File: src/rtl/decode_stage_pkg.sv
// Shared MIPS decode constants: opcodes, funct codes, operator/category encodings
// and the per-opcode control decoder used by the decode stage.
package mips_defines;

  localparam logic [5:0] OP_SPECIAL = 6'h00;
  localparam logic [5:0] OP_ANDI    = 6'h0C;
  localparam logic [5:0] OP_ORI     = 6'h0D;
  localparam logic [5:0] OP_XORI    = 6'h0E;
  localparam logic [5:0] OP_LUI     = 6'h0F;
  localparam logic [5:0] OP_LW      = 6'h23;

  localparam logic [5:0] FN_AND = 6'h24;
  localparam logic [5:0] FN_OR  = 6'h25;
  localparam logic [5:0] FN_XOR = 6'h26;
  localparam logic [5:0] FN_NOR = 6'h27;

  localparam logic [7:0] OPR_NONE = 8'b00000000;
  localparam logic [7:0] OPR_AND  = 8'b00100100;
  localparam logic [7:0] OPR_OR   = 8'b00100101;
  localparam logic [7:0] OPR_XOR  = 8'b00100110;
  localparam logic [7:0] OPR_NOR  = 8'b00100111;
  localparam logic [7:0] OPR_LW   = 8'b11100011;

  localparam logic [2:0] CAT_NONE  = 3'b000;
  localparam logic [2:0] CAT_LOGIC = 3'b001;
  localparam logic [2:0] CAT_LDST  = 3'b111;

  typedef enum logic [1:0] {
    IMM_ZERO = 2'd0,
    IMM_ZEXT = 2'd1,
    IMM_SEXT = 2'd2,
    IMM_LUI  = 2'd3
  } imm_kind_e;

  typedef struct packed {
    logic       rd_en_a;
    logic       rd_en_b;
    logic       we;
    logic       wsel_rd;
    logic       illegal;
    logic [7:0] operator;
    logic [2:0] category;
    imm_kind_e  imm_kind;
  } decode_ctrl_t;

  function automatic decode_ctrl_t decode_ctrl(input logic [5:0] opcode, input logic [5:0] funct);
    decode_ctrl_t c;
    c = '0;
    case (opcode)
      OP_ORI, OP_ANDI, OP_XORI: begin
        c.rd_en_a  = 1'b1;
        c.we       = 1'b1;
        c.category = CAT_LOGIC;
        c.imm_kind = IMM_ZEXT;
        c.operator = (opcode == OP_ORI)  ? OPR_OR  :
                     (opcode == OP_ANDI) ? OPR_AND : OPR_XOR;
      end
      OP_LUI: begin
        c.we       = 1'b1;
        c.category = CAT_LOGIC;
        c.imm_kind = IMM_LUI;
        c.operator = OPR_OR;
      end
      OP_LW: begin
        c.rd_en_a  = 1'b1;
        c.we       = 1'b1;
        c.category = CAT_LDST;
        c.imm_kind = IMM_SEXT;
        c.operator = OPR_LW;
      end
      OP_SPECIAL: begin
        case (funct)
          FN_AND:  c.operator = OPR_AND;
          FN_OR:   c.operator = OPR_OR;
          FN_XOR:  c.operator = OPR_XOR;
          FN_NOR:  c.operator = OPR_NOR;
          default: c.illegal  = 1'b1;
        endcase
        if (!c.illegal) begin
          c.rd_en_a  = 1'b1;
          c.rd_en_b  = 1'b1;
          c.we       = 1'b1;
          c.wsel_rd  = 1'b1;
          c.category = CAT_LOGIC;
        end else begin
          c.category = CAT_NONE;
        end
      end
      default: c.illegal = 1'b1;
    endcase
    return c;
  endfunction

endpackage

File: src/rtl/decode_stage_if.sv
// Bundle of fetch, register-file, forwarding and execute-side signals of the decode stage.
interface decode_stage_if #(
  parameter int DATA_WIDTH      = 32,
  parameter int ADDR_WIDTH      = 5,
  parameter int FWD_PORTS       = 2,
  parameter int STALL_CNT_WIDTH = 16
) ();
  logic                            in_valid;
  logic                            in_ready;
  logic [31:0]                     in_pc;
  logic [31:0]                     in_instruction;
  logic                            register_read_enable_a;
  logic                            register_read_enable_b;
  logic [ADDR_WIDTH-1:0]           register_read_address_a;
  logic [ADDR_WIDTH-1:0]           register_read_address_b;
  logic [DATA_WIDTH-1:0]           register_read_data_a;
  logic [DATA_WIDTH-1:0]           register_read_data_b;
  logic [FWD_PORTS-1:0]            fwd_valid;
  logic [FWD_PORTS*ADDR_WIDTH-1:0] fwd_address;
  logic [FWD_PORTS*DATA_WIDTH-1:0] fwd_data;
  logic [FWD_PORTS-1:0]            fwd_is_load;
  logic                            out_valid;
  logic                            out_ready;
  logic [31:0]                     out_pc;
  logic [7:0]                      out_operator;
  logic [2:0]                      out_category;
  logic [DATA_WIDTH-1:0]           out_operand_a;
  logic [DATA_WIDTH-1:0]           out_operand_b;
  logic                            out_write_enable;
  logic [ADDR_WIDTH-1:0]           out_write_address;
  logic                            out_illegal;
  logic [STALL_CNT_WIDTH-1:0]      stall_count;

  modport master (
    output in_valid, in_pc, in_instruction,
    output register_read_data_a, register_read_data_b,
    output fwd_valid, fwd_address, fwd_data, fwd_is_load,
    output out_ready,
    input  in_ready, register_read_enable_a, register_read_enable_b,
    input  register_read_address_a, register_read_address_b,
    input  out_valid, out_pc, out_operator, out_category, out_operand_a, out_operand_b,
    input  out_write_enable, out_write_address, out_illegal, stall_count
  );

  modport slave (
    input  in_valid, in_pc, in_instruction,
    input  register_read_data_a, register_read_data_b,
    input  fwd_valid, fwd_address, fwd_data, fwd_is_load,
    input  out_ready,
    output in_ready, register_read_enable_a, register_read_enable_b,
    output register_read_address_a, register_read_address_b,
    output out_valid, out_pc, out_operator, out_category, out_operand_a, out_operand_b,
    output out_write_enable, out_write_address, out_illegal, stall_count
  );
endinterface

File: src/rtl/decode_stage_operand_forward.sv
// One operand port: priority forwarding mux over the bypass sources plus load-use hazard flag.
module operand_forward #(
  parameter int DATA_WIDTH = 32,
  parameter int ADDR_WIDTH = 5,
  parameter int FWD_PORTS  = 2
) (
  input  logic                            i_read_enable,
  input  logic [ADDR_WIDTH-1:0]           i_address,
  input  logic [DATA_WIDTH-1:0]           i_rf_data,
  input  logic [DATA_WIDTH-1:0]           i_default,
  input  logic [FWD_PORTS-1:0]            i_fwd_valid,
  input  logic [FWD_PORTS*ADDR_WIDTH-1:0] i_fwd_address,
  input  logic [FWD_PORTS*DATA_WIDTH-1:0] i_fwd_data,
  input  logic [FWD_PORTS-1:0]            i_fwd_is_load,
  output logic [DATA_WIDTH-1:0]           o_operand,
  output logic                            o_hazard
);

  logic [FWD_PORTS-1:0]  w_match;
  logic                  w_hit;
  logic                  w_sel_load;
  logic [DATA_WIDTH-1:0] w_sel_data;

  // Match each source; entries targeting register zero never match.
  always_comb begin
    w_match = '0;
    for (int i = 0; i < FWD_PORTS; i++) begin
      w_match[i] = i_fwd_valid[i]
                && (i_fwd_address[i*ADDR_WIDTH +: ADDR_WIDTH] == i_address)
                && (i_fwd_address[i*ADDR_WIDTH +: ADDR_WIDTH] != '0);
    end
  end

  // Walk oldest to youngest so the lowest-index match is the one left standing.
  always_comb begin
    w_hit      = 1'b0;
    w_sel_load = 1'b0;
    w_sel_data = i_rf_data;
    for (int i = FWD_PORTS - 1; i >= 0; i--) begin
      w_hit      = w_match[i] ? 1'b1                                   : w_hit;
      w_sel_load = w_match[i] ? i_fwd_is_load[i]                       : w_sel_load;
      w_sel_data = w_match[i] ? i_fwd_data[i*DATA_WIDTH +: DATA_WIDTH] : w_sel_data;
    end
  end

  assign o_operand = !i_read_enable     ? i_default :
                     (i_address == '0)  ? '0        : w_sel_data;

  assign o_hazard = i_read_enable && (i_address != '0) && w_hit && w_sel_load;

endmodule

File: src/rtl/decode_stage.sv
// MIPS instruction-decode stage: decode, operand forwarding, load-use stall and
// a registered ID/EX output behind a valid/ready handshake.
module decode_stage
  import mips_defines::*;
#(
  parameter int DATA_WIDTH      = 32,
  parameter int ADDR_WIDTH      = 5,
  parameter int FWD_PORTS       = 2,
  parameter int STALL_CNT_WIDTH = 16
) (
  input  logic          clock,
  input  logic          reset,
  decode_stage_if.slave bus
);

  localparam logic [STALL_CNT_WIDTH-1:0] STALL_MAX = '1;

  logic [5:0]            w_opcode;
  logic [5:0]            w_funct;
  logic [15:0]           w_imm;
  decode_ctrl_t          w_ctrl;
  logic [ADDR_WIDTH-1:0] w_addr_a;
  logic [ADDR_WIDTH-1:0] w_addr_b;
  logic [ADDR_WIDTH-1:0] w_wr_addr;
  logic [DATA_WIDTH-1:0] w_imm_ext;
  logic [DATA_WIDTH-1:0] w_operand_a;
  logic [DATA_WIDTH-1:0] w_operand_b;
  logic                  w_hazard_a;
  logic                  w_hazard_b;
  logic                  w_hazard;
  logic                  w_advance;
  logic                  w_accept;

  logic                       r_out_valid;
  logic [31:0]                r_pc;
  logic [7:0]                 r_operator;
  logic [2:0]                 r_category;
  logic [DATA_WIDTH-1:0]      r_operand_a;
  logic [DATA_WIDTH-1:0]      r_operand_b;
  logic                       r_write_enable;
  logic [ADDR_WIDTH-1:0]      r_write_address;
  logic                       r_illegal;
  logic [STALL_CNT_WIDTH-1:0] r_stall_count;

  assign w_opcode  = bus.in_instruction[31:26];
  assign w_funct   = bus.in_instruction[5:0];
  assign w_imm     = bus.in_instruction[15:0];
  assign w_ctrl    = decode_ctrl(w_opcode, w_funct);
  assign w_addr_a  = ADDR_WIDTH'(bus.in_instruction[25:21]);
  assign w_addr_b  = ADDR_WIDTH'(bus.in_instruction[20:16]);
  assign w_wr_addr = w_ctrl.illegal ? '0 :
                     w_ctrl.wsel_rd ? ADDR_WIDTH'(bus.in_instruction[15:11]) : w_addr_b;

  // Immediate formation; this is also operand B whenever port B is not read.
  always_comb begin
    w_imm_ext = '0;
    case (w_ctrl.imm_kind)
      IMM_ZEXT: w_imm_ext = DATA_WIDTH'(w_imm);
      IMM_SEXT: w_imm_ext = DATA_WIDTH'($signed(w_imm));
      IMM_LUI:  w_imm_ext = DATA_WIDTH'({w_imm, 16'h0000});
      IMM_ZERO: w_imm_ext = '0;
      default:  w_imm_ext = '0;
    endcase
  end

  operand_forward #(
    .DATA_WIDTH(DATA_WIDTH), .ADDR_WIDTH(ADDR_WIDTH), .FWD_PORTS(FWD_PORTS)
  ) u_forward_a (
    .i_read_enable (w_ctrl.rd_en_a),
    .i_address     (w_addr_a),
    .i_rf_data     (bus.register_read_data_a),
    .i_default     ({DATA_WIDTH{1'b0}}),
    .i_fwd_valid   (bus.fwd_valid),
    .i_fwd_address (bus.fwd_address),
    .i_fwd_data    (bus.fwd_data),
    .i_fwd_is_load (bus.fwd_is_load),
    .o_operand     (w_operand_a),
    .o_hazard      (w_hazard_a)
  );

  operand_forward #(
    .DATA_WIDTH(DATA_WIDTH), .ADDR_WIDTH(ADDR_WIDTH), .FWD_PORTS(FWD_PORTS)
  ) u_forward_b (
    .i_read_enable (w_ctrl.rd_en_b),
    .i_address     (w_addr_b),
    .i_rf_data     (bus.register_read_data_b),
    .i_default     (w_imm_ext),
    .i_fwd_valid   (bus.fwd_valid),
    .i_fwd_address (bus.fwd_address),
    .i_fwd_data    (bus.fwd_data),
    .i_fwd_is_load (bus.fwd_is_load),
    .o_operand     (w_operand_b),
    .o_hazard      (w_hazard_b)
  );

  assign w_hazard  = w_hazard_a | w_hazard_b;
  assign w_advance = !r_out_valid || bus.out_ready;
  assign w_accept  = bus.in_valid && !w_hazard;

  // Handshake and read enables are forced low for as long as reset is held.
  assign bus.in_ready                = reset && w_advance && !w_hazard;
  assign bus.register_read_enable_a  = reset && w_ctrl.rd_en_a;
  assign bus.register_read_enable_b  = reset && w_ctrl.rd_en_b;
  assign bus.register_read_address_a = w_addr_a;
  assign bus.register_read_address_b = w_addr_b;

  // ID/EX register: a hazard on advance leaves a bubble, backpressure holds everything.
  always_ff @(posedge clock or negedge reset) begin
    if (!reset) begin
      r_out_valid     <= 1'b0;
      r_pc            <= 32'h0000_0000;
      r_operator      <= 8'h00;
      r_category      <= 3'b000;
      r_operand_a     <= '0;
      r_operand_b     <= '0;
      r_write_enable  <= 1'b0;
      r_write_address <= '0;
      r_illegal       <= 1'b0;
    end else if (w_advance) begin
      r_out_valid <= w_accept;
      if (w_accept) begin
        r_pc            <= bus.in_pc;
        r_operator      <= w_ctrl.operator;
        r_category      <= w_ctrl.category;
        r_operand_a     <= w_operand_a;
        r_operand_b     <= w_operand_b;
        r_write_enable  <= w_ctrl.we;
        r_write_address <= w_wr_addr;
        r_illegal       <= w_ctrl.illegal;
      end
    end
  end

  // Saturating count of cycles lost to load-use hazards.
  always_ff @(posedge clock or negedge reset) begin
    if (!reset) begin
      r_stall_count <= '0;
    end else if (bus.in_valid && w_hazard && w_advance && (r_stall_count != STALL_MAX)) begin
      r_stall_count <= r_stall_count + STALL_CNT_WIDTH'(1);
    end
  end

  assign bus.out_valid         = r_out_valid;
  assign bus.out_pc            = r_pc;
  assign bus.out_operator      = r_operator;
  assign bus.out_category      = r_category;
  assign bus.out_operand_a     = r_operand_a;
  assign bus.out_operand_b     = r_operand_b;
  assign bus.out_write_enable  = r_write_enable;
  assign bus.out_write_address = r_write_address;
  assign bus.out_illegal       = r_illegal;
  assign bus.stall_count       = r_stall_count;

endmodule

File: src/flat_wrapper.sv
// flat-port wrapper written by rule: the top's interface ports become plain ports
module decode_stage_flat import mips_defines::*;
#(
  parameter int DATA_WIDTH      = 32,
  parameter int ADDR_WIDTH      = 5,
  parameter int FWD_PORTS       = 2,
  parameter int STALL_CNT_WIDTH = 16
)
  (clock, reset, bus_in_valid, bus_in_pc, bus_in_instruction, bus_register_read_data_a, bus_register_read_data_b, bus_fwd_valid, bus_fwd_address, bus_fwd_data, bus_fwd_is_load, bus_out_ready, bus_in_ready, bus_register_read_enable_a, bus_register_read_enable_b, bus_register_read_address_a, bus_register_read_address_b, bus_out_valid, bus_out_pc, bus_out_operator, bus_out_category, bus_out_operand_a, bus_out_operand_b, bus_out_write_enable, bus_out_write_address, bus_out_illegal, bus_stall_count);
  decode_stage_if #(.DATA_WIDTH(DATA_WIDTH), .ADDR_WIDTH(ADDR_WIDTH), .FWD_PORTS(FWD_PORTS), .STALL_CNT_WIDTH(STALL_CNT_WIDTH)) bus_i ();
  input  logic clock;
  input  logic reset;
  input wire logic [$bits(bus_i.in_valid)-1:0] bus_in_valid;
  input wire logic [$bits(bus_i.in_pc)-1:0] bus_in_pc;
  input wire logic [$bits(bus_i.in_instruction)-1:0] bus_in_instruction;
  input wire logic [$bits(bus_i.register_read_data_a)-1:0] bus_register_read_data_a;
  input wire logic [$bits(bus_i.register_read_data_b)-1:0] bus_register_read_data_b;
  input wire logic [$bits(bus_i.fwd_valid)-1:0] bus_fwd_valid;
  input wire logic [$bits(bus_i.fwd_address)-1:0] bus_fwd_address;
  input wire logic [$bits(bus_i.fwd_data)-1:0] bus_fwd_data;
  input wire logic [$bits(bus_i.fwd_is_load)-1:0] bus_fwd_is_load;
  input wire logic [$bits(bus_i.out_ready)-1:0] bus_out_ready;
  output wire logic [$bits(bus_i.in_ready)-1:0] bus_in_ready;
  output wire logic [$bits(bus_i.register_read_enable_a)-1:0] bus_register_read_enable_a;
  output wire logic [$bits(bus_i.register_read_enable_b)-1:0] bus_register_read_enable_b;
  output wire logic [$bits(bus_i.register_read_address_a)-1:0] bus_register_read_address_a;
  output wire logic [$bits(bus_i.register_read_address_b)-1:0] bus_register_read_address_b;
  output wire logic [$bits(bus_i.out_valid)-1:0] bus_out_valid;
  output wire logic [$bits(bus_i.out_pc)-1:0] bus_out_pc;
  output wire logic [$bits(bus_i.out_operator)-1:0] bus_out_operator;
  output wire logic [$bits(bus_i.out_category)-1:0] bus_out_category;
  output wire logic [$bits(bus_i.out_operand_a)-1:0] bus_out_operand_a;
  output wire logic [$bits(bus_i.out_operand_b)-1:0] bus_out_operand_b;
  output wire logic [$bits(bus_i.out_write_enable)-1:0] bus_out_write_enable;
  output wire logic [$bits(bus_i.out_write_address)-1:0] bus_out_write_address;
  output wire logic [$bits(bus_i.out_illegal)-1:0] bus_out_illegal;
  output wire logic [$bits(bus_i.stall_count)-1:0] bus_stall_count;
  assign bus_i.in_valid = bus_in_valid;
  assign bus_i.in_pc = bus_in_pc;
  assign bus_i.in_instruction = bus_in_instruction;
  assign bus_i.register_read_data_a = bus_register_read_data_a;
  assign bus_i.register_read_data_b = bus_register_read_data_b;
  assign bus_i.fwd_valid = bus_fwd_valid;
  assign bus_i.fwd_address = bus_fwd_address;
  assign bus_i.fwd_data = bus_fwd_data;
  assign bus_i.fwd_is_load = bus_fwd_is_load;
  assign bus_i.out_ready = bus_out_ready;
  assign bus_in_ready = bus_i.in_ready;
  assign bus_register_read_enable_a = bus_i.register_read_enable_a;
  assign bus_register_read_enable_b = bus_i.register_read_enable_b;
  assign bus_register_read_address_a = bus_i.register_read_address_a;
  assign bus_register_read_address_b = bus_i.register_read_address_b;
  assign bus_out_valid = bus_i.out_valid;
  assign bus_out_pc = bus_i.out_pc;
  assign bus_out_operator = bus_i.out_operator;
  assign bus_out_category = bus_i.out_category;
  assign bus_out_operand_a = bus_i.out_operand_a;
  assign bus_out_operand_b = bus_i.out_operand_b;
  assign bus_out_write_enable = bus_i.out_write_enable;
  assign bus_out_write_address = bus_i.out_write_address;
  assign bus_out_illegal = bus_i.out_illegal;
  assign bus_stall_count = bus_i.stall_count;
  decode_stage #(.DATA_WIDTH(DATA_WIDTH), .ADDR_WIDTH(ADDR_WIDTH), .FWD_PORTS(FWD_PORTS), .STALL_CNT_WIDTH(STALL_CNT_WIDTH)) u_core (.clock(clock), .reset(reset), .bus(bus_i));
endmodule
File: config.mk
export PLATFORM = sky130hd
export DESIGN_NAME = decode_stage_flat
export DESIGN_NICKNAME = d
export VERILOG_FILES = /design/src/rtl/decode_stage_pkg.sv /design/src/rtl/decode_stage_if.sv /design/src/rtl/decode_stage_operand_forward.sv /design/src/rtl/decode_stage.sv /design/src/flat_wrapper.sv
export SDC_FILE = /design/constraint.sdc
export NUM_CORES = 1
export LEC_CHECK = 0
export BUFFER_PORTS_ARGS = -buffer_cell sky130_fd_sc_hd__buf_2
export CAP_MARGIN = 20
export CORE_AREA = 2 2 139 141
export CTS_BUF_LIST = sky130_fd_sc_hd__clkbuf_2 sky130_fd_sc_hd__clkbuf_4 sky130_fd_sc_hd__clkbuf_8
export CTS_CLUSTER_DIAMETER = 120
export CTS_CLUSTER_SIZE = 8
export DETAILED_ROUTE_END_ITERATION = 10
export DIE_AREA = 0 0 141 143
export MAX_ROUTING_LAYER = met4
export PLACE_DENSITY = 0.88
export SYNTH_ARGS = -nofsm -noshare
export SYNTH_HDL_FRONTEND = slang
export SYNTH_HIERARCHICAL = 1
export SYNTH_SLANG_ARGS = --single-unit
File: constraint.sdc
create_clock -name clock -period 8 [get_ports clock]
set_input_delay 0.8 -clock clock [delete_from_list [all_inputs] [get_ports clock]]
set_output_delay 0.8 -clock clock [all_outputs]
set_load 0.05 [all_outputs]
==> results_dict.tcl <==
set metrics [dict create \
    status "finished, final reports clean" \
    final_area_um2 11300 \
    grt_pass1_wl_um 50400 \
    vias 9702 \
    critPathArrivalTime_ps 4030 \
    worst_pin_slew_ps 952 \
    instances_no_fill 1692 \
    end_kind "output pin" \
    rr_endpoint "u_core/bus.out_write_enable" \
    drc_errors 0 \
    pin_count 354 \
    slew_headroom 0.365 \
    ys_top_cells_by_area "dfrtp_1, nand2_1, a221oi_2" \
    finalWirelength_um 33100 \
    ys_warn_count 6 \
    nNetsFinal 1654 \
    cts.sinks 125 \
    final.min_clock_period_ps 4830 \
    via_per_inst 5.73 \
    power_leakage_nw 5.81 \
    startpoint_type "input pin" \
    path_clk_slew_ps 90 \
    drt-pass1-iter-count 7 \
    dieArea_um2 20200 \
    min-delay-path-class "input pin to asynchronous set/reset pin" \
    root_buffer "clkbuf_8" \
    dp_slack_ps 2690 \
    dpl.hpwl_um 23600 \
    r2r_cells 4 \
    syn2layout_area_growth_pct 25.0 \
    routabilityCongestion 0.930 \
    cts_made_buffers 17 \
    ctsHoldBuffers 0 \
    htree_levels 4 \
    cp_max_fo 50 \
    hold_slack_ps 251 \
    grt_max_degree 77 \
    grt_antenna_before_repair 2 \
    fmax_ghz 0.207 \
    synthTopCellsByCount "nand2_1, dfrtp_1, nor3_1, nand2b_1, nor2b_1" \
    synth_area_per_cell_um2 8.23 \
    crit_type "input pin to output pin" \
    die_w_um 141 \
    grt-ovfl-total 0 \
    synth.most_common_cell "nand2_1" \
    setup_slack_ps 3170 \
    fin_worst_skew_ps 13.1 \
    setup_viol 0 \
    yosys.area.top_type "dfrtp_1" \
    crit_end "bus_in_ready" \
    cts_setup_buffers 0 \
    first_global_vias 9284 \
    numPortBuffers 351 \
    start_util 0.484 \
    peakVddDrop_mv 0.112 \
    ant_nets 0 \
    finalMaxSlewViolations 0 \
    grt.total_usage 0.334 \
    rsz0062_at_grt "false" \
    drive_gt1_frac 0.336 \
    cts_buffer_depth 2 \
    hold_viol 0 \
    reg2reg_slack_ps 5680 \
    die_y_um 143 \
    design.core.area_um2 18600 \
    timing.critical_path.from "bus_in_instruction[30]" \
    async_flop_share 1.00 \
    clock_latency_ps 450 \
    fin_setup_tns_ps 0 \
    fin_crit_sh 0.603 \
    cts_resized 0 \
    syn_inst 1093 \
    p_per_area_nw_per_um2 166 \
    maxCapViolCount 0 \
    regToRegStartpoint "u_core/bus.out_valid" \
    cp.required_ps 7200 \
    synth_flop_cell "dfrtp_1" \
    rows 50 \
    fill_cells 1641 \
    syn_area_um2 9000 \
    yosysUniqueCellTypes 55 \
    ys_ff_latch 125 \
    wl_per_cell_um 19.5 \
    drtIter0Drc 748 \
    yosysSeqAreaShare 0.348 \
    synth_top_area_frac 0.348 \
    placed_cells_incl_taps 1657 \
    synth_edf_count 0 \
    placed_cell_area_um2 10800 \
    cts_tree "built" \
]
layer usage:
metal,vias to the layer above,routed length (um),track usage
li1,4456,-,-
met1,4590,13400,0.408
met2,571,16000,0.551
met3,85,2580,0.0557
met4,0,1100,0.141
met5,-,0,-
cells by family (layout without fill, tap and decap cells):
group	Yosys count	count (layout)	share of synthesized area
adders and majority gates	1	1	0.00139
AOI/OAI and AO/OA	165	165	0.159
DFF	125	125	0.348
xor gates and xnor gates	30	30	0.0292
other	1	68	0.000417
muxes	3	3	0.00403
and+or+nand+nor	670	670	0.393
buffers and inverters	98	396	0.0649
power breakdown:
part | internal (mW) | switching [mW]
sequential | 0.686 | 0.0302
combinational | 0.163 | 0.422
clock | 0.264 | 0.297
final cells by class:
cell class                 count  area, um2  share of cell area
multi-input combinational    935       5570               0.495
sequential                   125       3130               0.278
timing repair buffer         363       1870               0.166
tap                          234        293              0.0260
clock buffer                  19        255              0.0227
clock inverter                13        131              0.0117
antenna                        2       5.00            0.000445
inverter                       1       3.75            0.000334
through the flow:
step	power [mW]	util
floorplan	1.12	-
global placement	1.30	0.583
detailed placement	1.31	0.583
CTS	1.87	0.604
global route	1.94	0.606
finish	1.86	0.606
critical path, stage by stage:
cell and delay [ps]:
buf_2 110, and4bb_1 340, and3_1 650, nor2b_4 180, or2_2 510, buf_12 250, o21a_1 140, a21boi_0 150
nor2_1 350, and3_1 230, buf_2 270
registers in the layout, summed over array words and instances (netlist names):
name and count:
u_core/bus.out_pc 32, u_core/bus.out_illegal 1, u_core/bus.out_category 1, u_core/bus.out_operand_a 32, u_core/bus.out_write_enable 1, u_core/bus.out_operator 4, u_core/bus.out_write_address 5, u_core/bus.stall_count 16
u_core/bus.out_operand_b 32, u_core/bus.out_valid 1
how the worst min path moves through the flow:
stage / from / end / slack [ps] / depth (start not counted)
2_1_floorplan: reset / u_core/bus.out_category[1] / 500 / 0
3_3_place_gp: u_core/bus.out_operand_b[1] / u_core/bus.out_operand_b[1] / 450 / 2
3_5_place_dp: u_core/bus.out_pc[2] / u_core/bus.out_pc[2] / 460 / 2
4_1_cts: reset / u_core/bus.out_pc[15] / 230 / 1
5_1_grt: reset / u_core/bus.out_pc[18] / 240 / 1
6_report: reset / u_core/bus.out_pc[18] / 250 / 1
layout by cell type, fill, tap and decap left out, types with 30 or more instances in the layout:
cell and instances:
nor3_1 67, nand2_1 309, conb_1 66, dfrtp_1 125, nor2b_1 65, nand2b_1 65
buf_2 350, a221oi_2 39, a221oi_1 30, o21ai_1 54, nor4_1 47
No activity file was read; power rests on OpenSTA's default activity.
